### src/rtl/imul_dot_acc.sv
// rtl/imul_dot_acc.sv - dot-product accumulator over N_TERMS unsigned 8-bit products
// Optional saturation on overflow: define IMUL_DOT_ACC_SAT_EN.
module imul_dot_acc #(
    parameter int ACC_SIZE = 16,
    parameter int N_TERMS  = 4,
    parameter int CNT_SIZE = 8
) (
    input  logic                Clock,
    input  logic                Reset,
    input  logic                iStart,
    input  logic                iValid,
    input  logic [7:0]          iProduct,
    output logic                oReady,
    output logic                oValid,
    input  logic                iAck,
    output logic [ACC_SIZE-1:0] oResult,
    output logic                oOverflow,
    output logic                oBusy
);

    localparam logic [1:0] S_IDLE = 2'd0;
    localparam logic [1:0] S_ACC  = 2'd1;
    localparam logic [1:0] S_DONE = 2'd2;

    localparam logic [CNT_SIZE-1:0] LAST_CNT = CNT_SIZE'(N_TERMS - 1);

    logic [1:0]          r_state;
    logic [ACC_SIZE-1:0] r_acc;
    logic [CNT_SIZE-1:0] r_cnt;
    logic                r_ovf;

    logic                w_accept;
    logic                w_restart;
    logic [ACC_SIZE:0]   w_sum;
    logic                w_carry;
    logic [ACC_SIZE-1:0] w_acc_next;

    assign w_accept  = (r_state == S_ACC) && iValid;
    assign w_restart = ((r_state == S_IDLE) && iStart) ||
                       ((r_state == S_DONE) && iAck && iStart);

    assign w_sum   = {1'b0, r_acc} + {{(ACC_SIZE - 7){1'b0}}, iProduct};
    assign w_carry = w_sum[ACC_SIZE];

`ifdef IMUL_DOT_ACC_SAT_EN
    // Once saturated, any later add either carries again or adds zero, so all ones sticks.
    assign w_acc_next = w_carry ? {ACC_SIZE{1'b1}} : w_sum[ACC_SIZE-1:0];
`else
    assign w_acc_next = w_sum[ACC_SIZE-1:0];
`endif

    always_ff @(posedge Clock or negedge Reset) begin
        if (!Reset) begin
            r_state <= S_IDLE;
            r_acc   <= '0;
            r_cnt   <= '0;
            r_ovf   <= 1'b0;
        end else if (w_restart) begin
            r_state <= S_ACC;
            r_acc   <= '0;
            r_cnt   <= '0;
            r_ovf   <= 1'b0;
        end else if (w_accept) begin
            r_acc <= w_acc_next;
            r_cnt <= r_cnt + 1'b1;
            r_ovf <= r_ovf | w_carry;
            if (r_cnt == LAST_CNT) begin
                r_state <= S_DONE;
            end
        end else if ((r_state == S_DONE) && iAck) begin
            r_state <= S_IDLE;
        end
    end

    assign oReady    = (r_state == S_ACC);
    assign oValid    = (r_state == S_DONE);
    assign oBusy     = (r_state != S_IDLE);
    assign oResult   = r_acc;
    assign oOverflow = r_ovf;

endmodule

### config.mk
export PLATFORM = sky130hd
export DESIGN_NAME = imul_dot_acc
export DESIGN_NICKNAME = d
export VERILOG_FILES = /design/src/rtl/imul_dot_acc.sv
export SDC_FILE = /design/constraint.sdc
export NUM_CORES = 1
export LEC_CHECK = 0
export CORE_MARGIN = 1.5
export CORE_UTILIZATION = 40
export CTS_CLUSTER_SIZE = 10
export DETAILED_ROUTE_END_ITERATION = 7
export SLEW_MARGIN = 30
export SYNTH_ARGS = -nofsm -noshare
export SYNTH_HDL_FRONTEND = slang
export SYNTH_SLANG_ARGS = --single-unit
### constraint.sdc
create_clock -name Clock -period 2.2 [get_ports Clock]
set_input_delay 0.44 -clock Clock [delete_from_list [all_inputs] [get_ports Clock]]
set_output_delay 0.44 -clock Clock [all_outputs]
set_load 0.05 [all_outputs]
==> flow_metrics.tcl, run 1 <==
set metrics [dict create \
    status "completed" \
    hold_class "reg2reg" \
    numPortBuffers 32 \
    clk_pin_slew_ns 0.11 \
    yosys_warnings 0 \
    initial_core_util_pct 42.6 \
    netlist_area_um2 1740 \
    dp_hpwl_mm 2.97 \
    cp_data_required_time_ns 1.76 \
    multi_input_area_um2 1030 \
    syn_inst 181 \
    drv_cap 0 \
    drc 0 \
    drt-total-wl_mm 4.05 \
    insertion_delay_ns 0.28 \
    cp-start-kind "flop" \
    die_y_um 68.9 \
    via_count 1524 \
    reg2reg_slack_ns 0.35 \
    drt_iter0_drc 81 \
    relSlewSlack_pct 63.3 \
    synth_nets 204 \
    cts_tree "built" \
    core_um2 4090 \
    cts_buffers 3 \
    gp_congestion 0.811 \
    cp_max_fo 8 \
    crit_type "reg2out" \
    synth-edff-count 0 \
    diodes 0 \
    synthFlopType "dfrtp_1" \
    cp.arrival_ns 1.62 \
    path_buf_inv 1 \
    fmax_mhz 486 \
    timing.final.crit_share_pct 93.6 \
    p_leak_nw 0.979 \
    stdcell_area_um2 2240 \
    crit_family "buffers and inverters" \
    synth_seq_cells 27 \
    register_area_um2 677 \
    die_width_um 68.9 \
    fill_cells 371 \
    crit_chain "clkdlybuf4s50_1" \
    synthArstFlopShare_pct 100 \
    rsz0062_at_grt "false" \
    firstDrtPassIters 4 \
    final.min_clock_period_ns 2.06 \
    vdd_drop_max_mv 0.770 \
    place_area_um2 2180 \
    synth.distinct_cells 47 \
    std_cell_rows 23 \
    antenna_left 0 \
    syn_area_per_cell_um2 9.61 \
    grt_pass1_vias 1437 \
    grt_pass1_wl_mm 6.69 \
    viasPerCell 5.56 \
    final_util_pct 54.8 \
    finClkSkew_ns 0.00435 \
    grt_max_degree 28 \
    drv_slew 0 \
    hold_violations 0 \
    layout.nets 248 \
    p_per_area_nw_per_um2 1260 \
    htreeDepth 1 \
    gr-total-overflow 0 \
    setup_viol 0 \
    fin_setup_tns_ns 0 \
    dieArea_um2 4750 \
    cts-root-buf "clkbuf_8" \
    crit_slowest_cell "clkdlybuf4s50_1" \
    area_delta_synth_final_pct 28.8 \
    slowest_delay_ns 0.85 \
    antenna_found_initial 0 \
    grt_usage_pct 18.6 \
    ys_seq_area_share_pct 38.8 \
    crit_path_end_kind "output pin" \
    worstMarginPinSlew_ns 0.545 \
    ios 33 \
    drive_above_1_share_pct 15.6 \
    cts.sinks 27 \
    wl_per_cell_um 14.8 \
    clk_path_buf_depth 2 \
]
[layer usage]
metal / GRT usage [%] / wire length, um
met5: 0 / 0
met2: 30.5 / 1820
met1: 26.4 / 2010
met4: 3.68 / 19
met3: 2.27 / 192
[registers in the layout, summed over array words and instances, names as in the netlist]
signal,flops
oOverflow,1
oResult,16
r_state,2
r_cnt,8
[final cells by class]
class                      count  area share [%]
clock inverter                 1           0.335
timing repair buffer          45            18.4
multi-input combinational    144            45.8
inverter                       4           0.670
tap                           50            2.79
sequential                    27            30.2
clock buffer                   3            1.84
[per-stage QoR]
step,worst slack (ns),hold WS (ns),cells,power [mW]
after CTS,0.0291,0.492,274,2.81
after detailed placement,-0.252,0.468,270,2.51
final,0.142,0.485,274,2.82
after global placement,-0.224,0.483,270,2.48
after floorplan,0.106,0.144,181,1.96
after global routing,0.0586,0.536,274,3.03
[worst paths after layout]
path,from,end,depth (start not counted)
min in group asynchronous,Reset,oResult[7],2
max in group asynchronous,Reset,oResult[0],2
setup / recovery,oResult[9],oResult[9],1
setup reg to reg,oResult[4],oResult[13],5
hold / removal,oOverflow,oOverflow,2
hold reg to reg,oOverflow,oOverflow,2
[logic make-up after synthesis]
group,after synthesis,share of synthesized area (%)
compound gates,44,17.1
xor+xnor,9,4.53
fa+ha+maj,10,7.63
buf+inv,10,2.73
flops,27,38.8
mux,7,4.03
simple gates,74,25.1
[repair_timing]
action	in CTS	in global routing
setup endpoints to repair	1	4
resized for setup	1	2
hold buffers	0	0
setup buffers	0	0
[report_power, final]
group | total, mW | internal (mW) | switching, mW
logic | 1.71 | 0.669 | 1.04
registers | 0.808 | 0.645 | 0.163
clock network | 0.306 | 0.129 | 0.177
total | 2.82 | 1.44 | 1.38
[layout by cell type, fill, tap and decap left out, drive strengths merged, types with 7 or more instances in the layout]
cell           synthesis  routed
dfrtp                 27      27
nor2                   9       9
mux2i                  7       7
nand2                 18      18
clkdlybuf4s50          0      29
buf                    4      15
o21ai                 16      16
a21oi                  8       8
a211oi                 7       7
nand3                 13      13
ha                     9       9
[cell usage after synthesis, types with 2 or more instances]
master / count / area share [%]
nor4_2: 2 / 1.4
a21oi_1: 8 / 2.3
nand3_1: 13 / 3.7
nand2b_1: 2 / 0.72
mux2i_1: 7 / 4.0
a21o_1: 2 / 0.86
a211o_1: 2 / 1.0
and3_1: 2 / 0.72
o211ai_1: 2 / 0.86
nand4_1: 6 / 2.2
nand3b_1: 2 / 0.86
nor2_1: 9 / 1.9
nor3_1: 4 / 1.2
buf_2: 2 / 0.58
and3b_1: 2 / 1.0
buf_4: 2 / 0.86
a211oi_1: 5 / 2.2
clkbuf_1: 2 / 0.43
inv_1: 4 / 0.86
and2_1: 2 / 0.72
a211oi_2: 2 / 1.4
ha_1: 9 / 6.5
dfrtp_1: 27 / 39
xnor2_1: 4 / 2.0
nand2_1: 17 / 3.7
xor2_1: 5 / 2.5
o211ai_2: 2 / 1.4
o21ai_0: 16 / 4.6
[worst reg2reg max path, delay by kind of cell, from the launching register on]
| kind | cells | cell delay (ns) |
|---|---|---|
| fa+ha+maj | 1 | 0.36 |
| flops | 1 | 0.41 |
| compound gates | 3 | 0.87 |
| simple gates | 1 | 0.09 |
Note: power is estimated with default switching activity, not from simulation.
==> run 2: changes to the inputs <==
--- a/config.mk
+++ b/config.mk
@@ -7,6 +7,7 @@
 export LEC_CHECK = 0
 export CORE_MARGIN = 1.5
 export CORE_UTILIZATION = 40
+export CTS_BUF_LIST = sky130_fd_sc_hd__clkbuf_16
 export CTS_CLUSTER_SIZE = 10
 export DETAILED_ROUTE_END_ITERATION = 7
 export SLEW_MARGIN = 30
==> flow_metrics.tcl, run 2 (synthesis results as in run 1) <==
set metrics [dict create \
    relSlewSlack_pct 63.9 \
    reg2reg_depth 5 \
    finClkSkew_ns 0.00155 \
    cp_max_fo 5 \
    drc 0 \
    fill_cells 368 \
    cts.sinks 27 \
    diodes 0 \
    most-common-layout-cells "29 x clkdlybuf4s50_1, 26 x dfrtp_1, 17 x nand2_1, 16 x o21ai_0, 15 x buf_4" \
    via_count 1531 \
    cts-root-buf "clkbuf_16" \
    status "completed" \
    htreeDepth 1 \
    die_y_um 68.9 \
    initial_core_util_pct 42.6 \
    post-place-ws_ns -0.252 \
    p_leak_nw 0.997 \
    ios 33 \
    fin_setup_tns_ns 0 \
    cp_data_required_time_ns 2.35 \
    worstMarginPinSlew_ns 0.537 \
    crit_chain "clkdlybuf4s50_1 > ha_1 > inv_1 > fa_2 > nand2b_4 > a211oi_2 > buf_4 > o211ai_1 > mux2i_1" \
    multi_input_area_um2 1030 \
    core_um2 4090 \
    wl_per_cell_um 14.8 \
    fmax_mhz 483 \
    final.min_clock_period_ns 2.07 \
    hold_violations 0 \
    clk_path_buf_depth 2 \
    register_area_um2 677 \
    dp_hpwl_mm 2.97 \
    crit_slowest_cell "clkdlybuf4s50_1" \
    layout.nets 248 \
    drt_iter0_drc 70 \
    area_delta_synth_final_pct 31.0 \
    p_per_area_nw_per_um2 1300 \
    grt_pass1_wl_mm 6.76 \
    cts_setup_buffers 0 \
    grt_pass1_vias 1438 \
    timing.final.crit_share_pct 94.1 \
    slowest_delay_ns 0.46 \
    largest_reg_flops 16 \
    cts_tree "built" \
    setup_viol 0 \
    firstDrtPassIters 4 \
    antenna_found_initial 0 \
    drt-total-wl_mm 4.07 \
    crit_type "in2reg" \
    dieArea_um2 4750 \
    numPortBuffers 32 \
    std_cell_rows 23 \
    cp.arrival_ns 2.22 \
    drv_slew 0 \
    final_common_cell "clkdlybuf4s50_1" \
    crit_path_end_kind "flop" \
    hold_class "reg2reg" \
    cp-start-kind "input pin" \
    insertion_delay_ns 0.26 \
    hold-path-cell-count 2 \
    grt_max_degree 28 \
    grt_usage_pct 18.9 \
    setup_slack_ns 0.129 \
    gp_congestion 0.811 \
    rsz0062_at_grt "false" \
    antenna_left 0 \
    clk_pin_slew_ns 0.07 \
    vdd_drop_max_mv 0.742 \
    drive_above_1_share_pct 15.6 \
    die_width_um 68.9 \
    drv_cap 0 \
    cts_buffers 3 \
    viasPerCell 5.59 \
    gr-total-overflow 0 \
]
-- run 2: cell count changes in the layout (fill, tap and decap cells not counted) --
cell / previous run / this run
dlygate4sd2_1: 1 / 0
clkbuf_16: 0 / 3
dlymetal6s2s_1: 0 / 1
clkbuf_8: 3 / 0
-- run 2: power breakdown --
| part | switching [mW] | total (mW) | internal, mW |
|---|---|---|---|
| Clock | 0.185 | 0.433 | 0.248 |
| Sequential | 0.164 | 0.810 | 0.646 |
| Combinational | 1.04 | 1.71 | 0.670 |
-- run 2: worst max-delay path: cells and delay by family --
kind	cells	cell delay, ns
buffers and inverters	3	0.67
adder cells (fa/ha/maj)	2	0.50
AO/OA/AOI/OAI	2	0.29
AND/OR/NAND/NOR	1	0.16
multiplexers	1	0.15
-- run 2: stage by stage --
step | cells | utilization [%] | total power, mW | hold WS, ns | cell area [um2]
6_report | 274 | 55.8 | 2.95 | 0.476 | 2280
3_3_place_gp | 270 | 53.4 | 2.48 | 0.483 | 2180
5_1_grt | 274 | 55.8 | 3.17 | 0.532 | 2280
2_1_floorplan | 181 | - | 1.96 | 0.144 | 1740
4_1_cts | 274 | 55.5 | 2.95 | 0.484 | 2270
3_5_place_dp | 270 | 53.4 | 2.51 | 0.468 | 2180
-- run 2: timing repair --
item	4_1_cts	5_1_grt
gates resized for setup	0	3
endpoints found under the hold margin	0	0
endpoints found under the setup margin	0	6
hold buffers	0	0
-- run 2: cell type report --
class,instances,share of cell area (%)
Multi-Input combinational cell,144,45.0
Sequential cell,27,29.7
Timing Repair Buffer,45,18.2
Clock buffer,3,3.29
Tap cell,50,2.75
Inverter,4,0.659
Clock inverter,1,0.329
-- run 2: per-layer routing --
layer	GRT usage (%)	part of all wire [%]
met3	2.76	5.2
met1	26.6	49
met4	3.68	0.66
met5	0	0
met2	30.9	45
-- run 2: path summary, 6_finish.rpt --
| check | from | end | slack, ns |
|---|---|---|---|
| max | iProduct[0] | oResult[14] | 0.13 |
| min | oOverflow | oOverflow | 0.48 |
| max reg2reg | oResult[1] | oResult[13] | 0.35 |
| min reg2reg | oOverflow | oOverflow | 0.48 |
| max in group asynchronous | Reset | oResult[0] | 1.35 |
| min in group asynchronous | Reset | oResult[13] | 0.55 |
